--- src/rtl/mod_half_scale.sv ---
// mod_half_scale
//
// Multiplies an operand by 2^-k modulo an odd modulus p by applying k
// modular halvings, one per clock. Used for INTT output scaling by N^-1 mod p.
// Operations are accepted through a valid/ready input handshake, and the
// result is presented through a valid/ready output handshake.
//
// Ports
//   clk        single clock, all state updates on the rising edge
//   rst_n      synchronous active-low reset
//   in_valid   upstream offers an operation
//   in_ready   high only in IDLE; an operation is accepted on in_valid & in_ready
//   in_data    operand x (x < p guaranteed upstream)
//   in_p       odd modulus p, p >= 3
//   in_k       number of halvings, unsigned
//   out_valid  result available (DONE)
//   out_ready  downstream accepts the result
//   out_data   result x * 2^-k mod p, in [0, p), registered
//
// state | meaning
// ------+-------------------------------------------------------------
// IDLE  | waiting for an operation; in_ready=1
// RUN   | one halving per cycle, cnt counts the halvings still to do
// DONE  | result held on out_data until out_ready

`ifndef DATAWIDTH
`define DATAWIDTH 32
`endif

module mod_half_scale #(
    parameter int DW = `DATAWIDTH,
    parameter int CW = 5
) (
    input  logic          clk,
    input  logic          rst_n,
    input  logic          in_valid,
    output logic          in_ready,
    input  logic [DW-1:0] in_data,
    input  logic [DW-1:0] in_p,
    input  logic [CW-1:0] in_k,
    output logic          out_valid,
    input  logic          out_ready,
    output logic [DW-1:0] out_data
);

    typedef enum logic [1:0] {
        IDLE = 2'd0,
        RUN  = 2'd1,
        DONE = 2'd2
    } state_t;

    state_t        state_q, state_d;
    logic [DW-1:0] x_q, x_d;
    logic [DW-1:0] p_q, p_d;
    logic [CW-1:0] cnt_q, cnt_d;

    // x + p can reach 2p-1, so the sum keeps one extra bit for the carry.
    logic [DW:0]   sum;
    logic [DW-1:0] half;

    assign sum  = {1'b0, x_q} + {1'b0, p_q};
    assign half = x_q[0] ? DW'(sum >> 1) : DW'(x_q >> 1);

    always_ff @(posedge clk) begin
        if (!rst_n) begin
            state_q <= IDLE;
            x_q     <= '0;
            p_q     <= '0;
            cnt_q   <= '0;
        end else begin
            state_q <= state_d;
            x_q     <= x_d;
            p_q     <= p_d;
            cnt_q   <= cnt_d;
        end
    end

    always_comb begin
        state_d = state_q;
        x_d     = x_q;
        p_d     = p_q;
        cnt_d   = cnt_q;
        case (state_q)
            IDLE: begin
                if (in_valid) begin
                    x_d     = in_data;
                    p_d     = in_p;
                    cnt_d   = in_k;
                    state_d = (in_k != '0) ? RUN : DONE;
                end
            end
            RUN: begin
                x_d   = half;
                cnt_d = cnt_q - CW'(1);
                if (cnt_q == CW'(1)) begin
                    state_d = DONE;
                end
            end
            DONE: begin
                if (out_ready) begin
                    state_d = IDLE;
                end
            end
            default: begin
                state_d = IDLE;
            end
        endcase
    end

    // All outputs come straight from state registers.
    assign in_ready  = (state_q == IDLE);
    assign out_valid = (state_q == DONE);
    assign out_data  = x_q;

endmodule

--- config.mk ---
export PLATFORM = sky130hd
export DESIGN_NAME = mod_half_scale
export DESIGN_NICKNAME = d
export VERILOG_FILES = /design/src/rtl/mod_half_scale.sv
export SDC_FILE = /design/constraint.sdc
export NUM_CORES = 1
export LEC_CHECK = 0
export ABC_AREA = 1
export ABC_CLOCK_PERIOD_IN_PS = 4700
export BUFFER_PORTS_ARGS = -buffer_cell sky130_fd_sc_hd__buf_2
export CORE_MARGIN = 3
export CORE_UTILIZATION = 45
export DETAILED_ROUTE_END_ITERATION = 10
export GPL_TIMING_DRIVEN = 0
export PLACE_DENSITY = 0.67
export SLEW_MARGIN = 20
export SYNTH_ARGS = -nofsm -noshare
export SYNTH_HDL_FRONTEND = slang
export SYNTH_SLANG_ARGS = --single-unit
--- constraint.sdc ---
create_clock -name clk -period 4.7 [get_ports clk]
set_input_delay 0.94 -clock clk [delete_from_list [all_inputs] [get_ports clk]]
set_output_delay 0.94 -clock clk [all_outputs]
set_load 0.05 [all_outputs]
== Yosys cells after proc, flatten, opt, wreduce, memory -nomap -nowiden ==
Cells that the tools add are included.

* Bits in registers: 71
* Input bits: 73
* Output and inout bits: 34
* Word-level logic and storage cells: 28

* Add/sub/neg operators: 2
* Eq/ne operators: 6
* Mux-type cells: 10
* Reductions and logical operators: 6

{| class="wikitable"
|+ Operator list
! operator !! number
|-
| 32-bit two-way mux || 2
|-
| 32-bit one-hot mux with 2 select lines || 1
|-
| 32-bit by 32-bit adder with 33-bit output || 1
|-
| 5-bit one-hot mux with 2 select lines || 1
|-
| 2-bit two-way mux || 4
|-
| 2-bit one-hot mux with 3 select lines || 1
|-
| 5-bit by 1-bit == test with 1-bit output, second input constant || 1
|-
| 5-bit two-way mux || 1
|-
| 5-bit nonzero test || 1
|-
| 5-bit by 1-bit subtractor with 5-bit output, second input constant || 1
|-
| 2-bit != test, second input constant || 2
|-
| 2-bit AND reduction || 2
|-
| 3-bit AND reduction || 1
|-
| 2-bit by 1-bit == test with 1-bit output, second input constant || 1
|-
| 2-bit == test, second input constant || 1
|-
| 2-bit logical NOT || 1
|-
| 2-bit by 1-bit != test with 1-bit output, second input constant || 1
|-
| 2-bit nonzero test || 1
|}

== Longest topological paths before layout ==
Gate-level depths: netlist of the first run.

* Depth after elaboration: 4
* Depth in mapped cells: 16
* Gate-level depth less buffers: 15

== Worst setup path before layout of the first run ==
Ideal clock, no wire load.

* Kind: flip-flop to flip-flop
* From: register x_q[0] (netlist: out_data[0])
* To: register x_q[13] (netlist: out_data[13])
* Library setup time: 0.122 ns
* Arrival: 1.962 ns
* Required time: 4.578 ns
* Path slack: 2.616 ns
* Cell stages (with the launch flop): 14
* Buffers on the path: 1
* Clock period less this slack: 2.084 ns
* Path through: dfxtp_1 -> buf_6 -> nand2_4 -> inv_4 -> fa_1 -> nand3_1 -> nand3_2 -> nand2_2 -> nand2_2 -> nand2_1 -> nand2_2 -> xor2_1 -> o21ai_0 -> a21oi_1

* Longest elaborated chain between the ends: 3

{| class="wikitable"
|+ Ends and longest elaborated chain
! element !! RTL line !! source
|-
| from (decl) || 53 || <nowiki>logic [DW-1:0] x_q, x_d;</nowiki>
|-
| from (signal assigned) || 67 || <nowiki>x_q <= '0;</nowiki>
|-
| from (signal assigned) || 72 || <nowiki>x_q <= x_d;</nowiki>
|-
| 32-bit by 32-bit adder with 33-bit output || 61 || <nowiki>assign sum = {1'b0, x_q} + {1'b0, p_q};</nowiki>
|-
| 32-bit two-way mux * || 62 || <nowiki>assign half = x_q[0] ? DW'(sum >> 1) : DW'(x_q >> 1);</nowiki>
|-
| 32-bit one-hot mux with 2 select lines * || 83 || <nowiki>case (state_q)</nowiki>
|}

Every way passes the cells marked *; elsewhere a longest branch is shown, timed or not.
A chain may end at the register's enable or synchronous reset.

== Worst setup path in the final report of the first run ==
* From: register x_q[0] (netlist: out_data[0])
* To: register x_q[15] (netlist: out_data[15])

The elaborated chain is that of the path after synthesis.

==> out/summary.txt, run 1 <==
status: complete, no violations
Die Ht: 118.0 um
DPL Wire Length: 14.16 mm
# DRC: 0
total gr overflow: 0
overall die width: 118.0 um
cts repair resizes: 0
GRT Total Usage: 25.19%
max-cap violations: 0
worst-path cell chain: buf_6 > nand2_4 > inv_4 > fa_1 > nand3_1 > nand3_2 > nand2_1 > nand2_1 > a21oi_1 > nor2_1 > o21ai_0 > a21oi_1
clk sinks: 71
die area: 13920 sq um
antenna diode count: 0
simple-gate area share of the yosys netlist: 35.79%
RR Startpoint: out_data[0]$_SDFFE_PN0P_
nature of the critical path endpoint: flop
clock slew at reported path FFs: 0.06 ns
Async SR Flop Fraction: 0%
synthesized instance count: 951
fill count: 1389
Placed Instances: 1224
Final period util: 46.66%
Post-Layout Cell Count: 1240
crit path capture: out_data[15]$_SDFFE_PN0P_
Worst Path Required: 4.92 ns
starting density of the core: 46.59%
Clock Path Buffers: 2
Worst-Skew Late Latency: 0.35 ns
Synthesized Nets: 1058
Area Growth Syn to Fin: 18.76%
HP Class: flop to flop
worst slew pin tran: 0.6138 ns
setup slack, reg-to-reg: 2.51 ns
cell area after synthesis: 5643 sq um
H-tree depth: 3
critical path startpoint: out_data[0]$_SDFFE_PN0P_
Cell Pwr Density: 448.4 nW/um^2
largest family of logic cells by synthesized area: simple AND/OR/NAND/NOR gates
vias after detailed routing: 6079
Syn Area/Cell: 5.934 sq um
Routed WL: 17.67 mm
core region area: 12110 sq um
CP Launch Type: flop
# Post-CTS Setup Buffers: 0
Std-Cell Rows: 40
max_slew headroom: 59.08%
CP max-delay cell: fa_1
# port buffers: 105
peak supply drop: 0.3311 mV
layout cells sized above 1: 16.23%
number of synthesized flops with an enable pin: 0
FF-to-FF End: out_data[15]$_SDFFE_PN0P_
fmax: 456.0 MHz
Synth cell types: 42
hold_buf cts: 0
unrepaired setup endpoints after global routing: false
final setup fails: 0
Crit Path Max Fanout: 9
boundary pin count: 107
largest net degree at the start of global routing: 14
Max Slew Vio Count: 0
leakage: 0.003553 uW
FF+latch count, synth: 71
arrival time of the worst setup path: 2.42 ns
CTS root buf: clkbuf_16
TritonCTS clock tree: built
register area share after synthesis: 25.19%
reg2reg path depth: 12
Ys Warns: 0
XOR/XNOR share of the synthesized area: 2.173%
DRT antenna net count: 0
delay of the slowest cell on the worst path: 0.43 ns
Synth Area in Compound Gates: 17.27%
post-route minimum period: 2.193 ns
DRT iter0 DRCs: 327
vias in the first global route: 5680
GPL Wtd Cong: 0.9506
Clock Skews: 0.009462 ns
adder-cell area share of the yosys netlist: 7.672%
Nets: 1174
cts bufs inserted: 9
Avg WL per Cell: 14.25 um
final hold violations: 0
final core occ: 55.33%
drt first pass iters: 5
first-pass GRT wire length: 28.28 mm
via/cell ratio: 4.902
TNS Setup: 0 ns
hold path depth: 2
post-synthesis mux area share: 0%
Primary FF master, synth: dfxtp_1
initial antenna violation count: 0
Setup Crit Path Kind: flop to flop
[critical path: cells and delay by family, from the launching register on]
family,cells,cell delay [ns]
buffers and inverters,2,0.18
and+or+nand+nor,6,0.60
adders and majority gates,1,0.43
DFF,1,0.32
AOI/OAI and AO/OA,3,0.53
[through the flow]
step	hold WS [ns]	setup WS, ns	instance area, sq um	total power, uW
after floorplan	0.4592	2.616	5643	1878
after global placement	0.4711	2.536	6379	2242
after detailed placement	0.4801	2.535	6379	2252
after CTS	0.4943	2.498	6701	3014
after global routing	0.5109	2.218	6701	3220
final	0.4929	2.507	6701	3005
[where the power goes]
part / internal [uW] / switching (uW) / total (uW)
clock network: 469 / 287 / 756
logic: 436 / 986 / 1420
registers: 720 / 107 / 827
[cells in the mapped netlist, types with 2 or more instances]
master / number / area [sq um]
nor2_2: 4 / 25.02
ha_1: 33 / 412.9
buf_2: 6 / 30.03
a21oi_2: 4 / 35.03
nand3b_1: 3 / 22.52
nand3_1: 37 / 185.2
dfxtp_1: 71 / 1421
inv_4: 3 / 18.77
clkbuf_8: 2 / 27.53
a31oi_1: 3 / 18.77
xnor2_1: 7 / 61.31
and2_1: 2 / 12.51
nand2_1: 244 / 915.9
a211oi_1: 2 / 15.01
xor2_1: 7 / 61.31
o21ai_1: 5 / 25.02
nand4_1: 2 / 12.51
nand2_4: 3 / 33.78
o211ai_1: 6 / 45.04
nand3_2: 3 / 30.03
nor3_1: 3 / 15.01
a21oi_1: 53 / 265.3
nor2_1: 157 / 589.3
o21ai_0: 105 / 525.5
clkbuf_1: 21 / 78.83
nor2_4: 2 / 22.52
inv_2: 2 / 7.510
o21bai_1: 2 / 15.01
inv_1: 126 / 473.0
nand2_2: 21 / 131.4
[how the worst min path moves through the flow]
stage / startpoint / endpoint
floorplan: p_q[10]$_SDFFE_PN0P_ / p_q[10]$_SDFFE_PN0P_
detailed placement: p_q[2]$_SDFFE_PN0P_ / p_q[2]$_SDFFE_PN0P_
global placement: p_q[30]$_SDFFE_PN0P_ / p_q[30]$_SDFFE_PN0P_
CTS: p_q[2]$_SDFFE_PN0P_ / p_q[2]$_SDFFE_PN0P_
global route: p_q[11]$_SDFFE_PN0P_ / p_q[11]$_SDFFE_PN0P_
finish: p_q[2]$_SDFFE_PN0P_ / p_q[2]$_SDFFE_PN0P_
[placed cells by master, fill, tap and decap left out, types with 2 or more instances in the layout]
master       n
nand2_4      3
nand2_1    244
clkbuf_8     2
and2_1       2
dfxtp_1     71
nand2_2     21
nand4_1      2
clkinv_4     2
clkbuf_1    22
a211oi_1     2
o211ai_1     6
nand3_2      3
xor2_1       7
inv_4        3
a31oi_1      3
bufinv_16    2
xnor2_1      7
nor2_4       2
nand3b_1     3
nor3_1       3
o21bai_1     2
buf_2      111
o21ai_1      5
nor2_2       4
ha_1        33
a21oi_2      4
inv_2        2
nor2_1     157
nand3_1     37
inv_1      126
a21oi_1     53
clkbuf_16    9
o21ai_0    105
[flip-flops by register name, indices dropped and copies added (netlist names)]
signal    count
state_q       2
out_data     32
cnt_q         5
p_q          32
[layout make-up]
| cell class | count | area [sq um] | share of cell area [%] |
|---|---|---|---|
| Buffer | 33 | 168.9 | 2.521 |
| Clock buffer | 10 | 229.0 | 3.417 |
| Timing Repair Buffer | 105 | 525.5 | 7.842 |
| Clock inverter | 6 | 93.84 | 1.400 |
| Multi-Input combinational cell | 715 | 3550 | 52.97 |
| Inverter | 132 | 503.0 | 7.506 |
| Tap cell | 168 | 210.2 | 3.137 |
| Sequential cell | 71 | 1421 | 21.21 |
[metal layers]
metal  track usage (%)  vias to the layer above  wire, um
met5                 0                        -         0
met4             7.766                        0       312
met3             4.133                       22       806
met2             41.07                      143      8019
met1             34.12                     2673      8526
li1                  -                     3241         -
[logic make-up (layout without fill, tap and decap cells)]
kind of cell | Yosys count | count (layout)
AOI/OAI and AO/OA | 183 | 183
xor gates and xnor gates | 14 | 14
adders and majority gates | 34 | 34
buffers and inverters | 165 | 286
DFF | 71 | 71
and+or+nand+nor | 484 | 484
Note: power is estimated with default switching activity, not from simulation.
==> run 2: changes to the inputs <==
ABC_AREA = 0   (was 1)
ABC_CLOCK_PERIOD_IN_PS = 2100   (was 4700)
PLACE_DENSITY = 0.68   (was 0.67)
clock period = 2.1 ns   (was 4.7 ns; I/O delays follow)
==> run 2 against run 1 <==
The flow now finishes with violations (setup timing). Die area is 15% lower. Area after synthesis is 15% lower. First-iteration DRC count rose by 24%. Clock skew grew 0.010 ns. Setup slack lost 3.1 ns. Core utilization increased by 7.3 points. Clock power rose by 68%. Wire length shrank 3.0%. Critical path depth down 1. Total power grew 89%. Critical path type unchanged.
==> out/summary.txt, run 2 <==
status: finished, violations left
failing checks: setup timing
GR Util met2: 48.33% (+7.3 points)
total gr overflow: 0 (unchanged)
GRT Total Usage: 29.79% (+4.6 points)
Synth area leader: dfxtp_1
# DRC: 0 (unchanged)
peak supply drop: 0.5410 mV (+63%)
overall die width: 109.1 um (-7.6%)
vias after detailed routing: 5391 (-11%)
Die Ht: 109.1 um (-7.6%)
register area share after synthesis: 29.74% (+4.5 points)
DPL Wire Length: 12.64 mm (-11%)
drt first pass iters: 5 (unchanged)
XOR/XNOR share of the synthesized area: 5.314% (+3.1 points)
cts bufs inserted: 9 (unchanged)
Worst-Skew Late Latency: 0.39 ns (+0.04 ns)
final setup fails: 24 (+24)
nature of the critical path endpoint: flop
first-pass GRT wire length: 27.15 mm (-4.0%)
GPL Wtd Cong: 0.9327 (-1.9%)
Max Slew Vio Count: 0 (unchanged)
Synth Area in Compound Gates: 27.70% (+10 points)
boundary pin count: 107 (unchanged)
met1 Track Usage GR: 39.51% (+5.4 points)
via/cell ratio: 5.822 (+19%)
simple-gate area share of the yosys netlist: 22.77% (-13 points)
largest net degree at the start of global routing: 19 (+5)
Routed WL: 17.13 mm (-3.0%)
Area Growth Syn to Fin: 31.52%
core region area: 10040 sq um (-17%)
Async SR Flop Fraction: 0% (unchanged)
adder-cell area share of the yosys netlist: 9.058% (+1.4 points)
most frequent cells in the layout: nand2_1, buf_2, a21oi_1
Synthesized Nets: 760 (-28%)
fmax: 375.5 MHz (-18%)
fill count: 964 (-31%)
global routing's busiest layer: met2
clock slew at reported path FFs: 0.09 ns (+0.03 ns)
number of synthesized flops with an enable pin: 0 (unchanged)
Syn Area/Cell: 7.319 sq um (+23%)
clk sinks: 71 (unchanged)
Worst Path Required: 2.36 ns (-2.56 ns)
starting density of the core: 47.58% (+0.99 points)
initial antenna violation count: 0 (unchanged)
Clock Skews: 0.01974 ns (+0.01028 ns)
synthesized instance count: 653 (-31%)
Synth cell types: 53 (+26%)
max_slew headroom: 52.57% (-6.5 points)
most common cell in the netlist: nand2_1
cell area after synthesis: 4780 sq um (-15%)
post-synthesis mux area share: 0.6283% (+0.63 points)
Crit Path Max Fanout: 3 (-6)
CTS root buf: clkbuf_8
Avg WL per Cell: 18.50 um (+30%)
Cell Pwr Density: 902.1 nW/um^2 (+100%)
Setup Crit Path Kind: flop to flop
Synth top area share: 29.74% (+4.5 points)
largest family of logic cells by synthesized area: compound AO/OA/AOI/OAI gates
H-tree depth: 3 (unchanged)
vias in the first global route: 5244 (-7.7%)
Clock Path Buffers: 2 (unchanged)
met3 GRT Util: 6.690% (+2.6 points)
die area: 11890 sq um (-15%)
max-cap violations: 0 (unchanged)
leakage: 0.002725 uW (-23%)
top post-synthesis cells by count: nand2_1, a21oi_1, dfxtp_1
layout cells sized above 1: 30.01% (+14 points)
antenna diode count: 0 (unchanged)
CP Launch Type: flop
TritonCTS clock tree: built
commonest non-fill, non-tap cell in the layout: nand2_1
Std-Cell Rows: 36 (-10%)
FF+latch count, synth: 71 (unchanged)
worst slew pin tran: 0.7114 ns (+0.09758 ns)
unrepaired setup endpoints after global routing: true
Primary FF master, synth: dfxtp_1
DRT iter0 DRCs: 407 (+24%)
post-route minimum period: 2.663 ns (+0.4702 ns)
synth top area cells: dfxtp_1, nand2_1, a21oi_1
DRT antenna net count: 0 (unchanged)
total power: 5671 uW (+89%)
HP Class: input pin to flop
arrival time of the worst setup path: 2.92 ns (+0.50 ns)
final hold violations: 0 (unchanged)
Final period util: 126.8% (+80 points)
Nets: 895 (-24%)
setup ws final: -0.5631 ns (-3.070 ns)
# port buffers: 106 (+0.95%)
Ys Warns: 0 (unchanged)
Min Hold Slack: 0.2533 ns (-0.2396 ns)
run 2: final timing paths:
check                                start                        end  slack, ns  cells after the start
setup / recovery  out_data[0]$_SDFFE_PN0P_  out_data[27]$_SDFFE_PN0P_      -0.56                     11
hold / removal                     in_p[1]        p_q[1]$_SDFFE_PN0P_       0.25                      3
setup reg to reg  out_data[0]$_SDFFE_PN0P_  out_data[27]$_SDFFE_PN0P_      -0.56                     11
hold reg to reg        p_q[3]$_SDFFE_PN0P_        p_q[3]$_SDFFE_PN0P_       0.46                      2
run 2: per-stage QoR:
step	util [%]	setup slack [ns]	setup TNS, ns	cells	instance area, sq um
2_1_floorplan	-	-0.6121	-5.898	653	4976
3_3_place_gp	56.48	-0.9935	-14.19	892	5673
3_5_place_dp	56.48	-1.001	-16.97	892	5673
4_1_cts	61.83	-0.6386	-8.150	927	6211
5_1_grt	62.58	-0.6455	-10.83	926	6286
6_report	62.58	-0.5631	-8.239	926	6286
run 2: cells by family (layout without fill, tap and decap cells):
family / after synthesis / count (layout)
mux: 3 / 3
buf+inv: 61 / 201
compound gates: 204 / 204
simple gates: 251 / 251
fa+ha+maj: 34 / 34
flops: 71 / 71
xor+xnor: 29 / 29
run 2: layout make-up:
cell class	instances	area, sq um	share of cell area [%]
Timing Repair Buffer	129	718.2	11.43
Clock inverter	2	36.28	0.5772
Clock buffer	14	183.9	2.926
Buffer	43	197.7	3.145
Inverter	13	48.80	0.7763
Sequential cell	71	1478	23.51
Multi-Input combinational cell	521	3457	55.00
Tap cell	133	166.4	2.647
run 2: routing by layer:
metal / vias up / routed length, um
met4: 0 / 250
met5: - / 0
met1: 2552 / 7564
met2: 211 / 8045
met3: 18 / 1267
li1: 2610 / -
run 2: worst max-delay path, cell delays in order (launching register included):
cell       delay, ns
dfxtp_4         0.36
clkbuf_16       0.14
and2_4          0.13
fa_2            0.36
a21oi_4         0.19
o21ai_4         0.09
a221oi_4        0.34
nand2_1         0.10
a21o_1          0.23
a221o_1         0.36
xnor2_1         0.16
a21oi_1         0.08
run 2: repair_timing:
action	in CTS	in global routing
hold buffers	0	0
gates cloned	0	0
endpoints found under the setup margin	55	62
resized for setup	39	28
pin swaps	48	29
setup buffers	22	2
run 2: report_power, final:
part	internal, uW	leakage, uW	switching, uW
Sequential	1580	0.000597	229
Combinational	873	0.00202	1720
Clock	689	0.000112	577
Total	3140	0.00273	2530
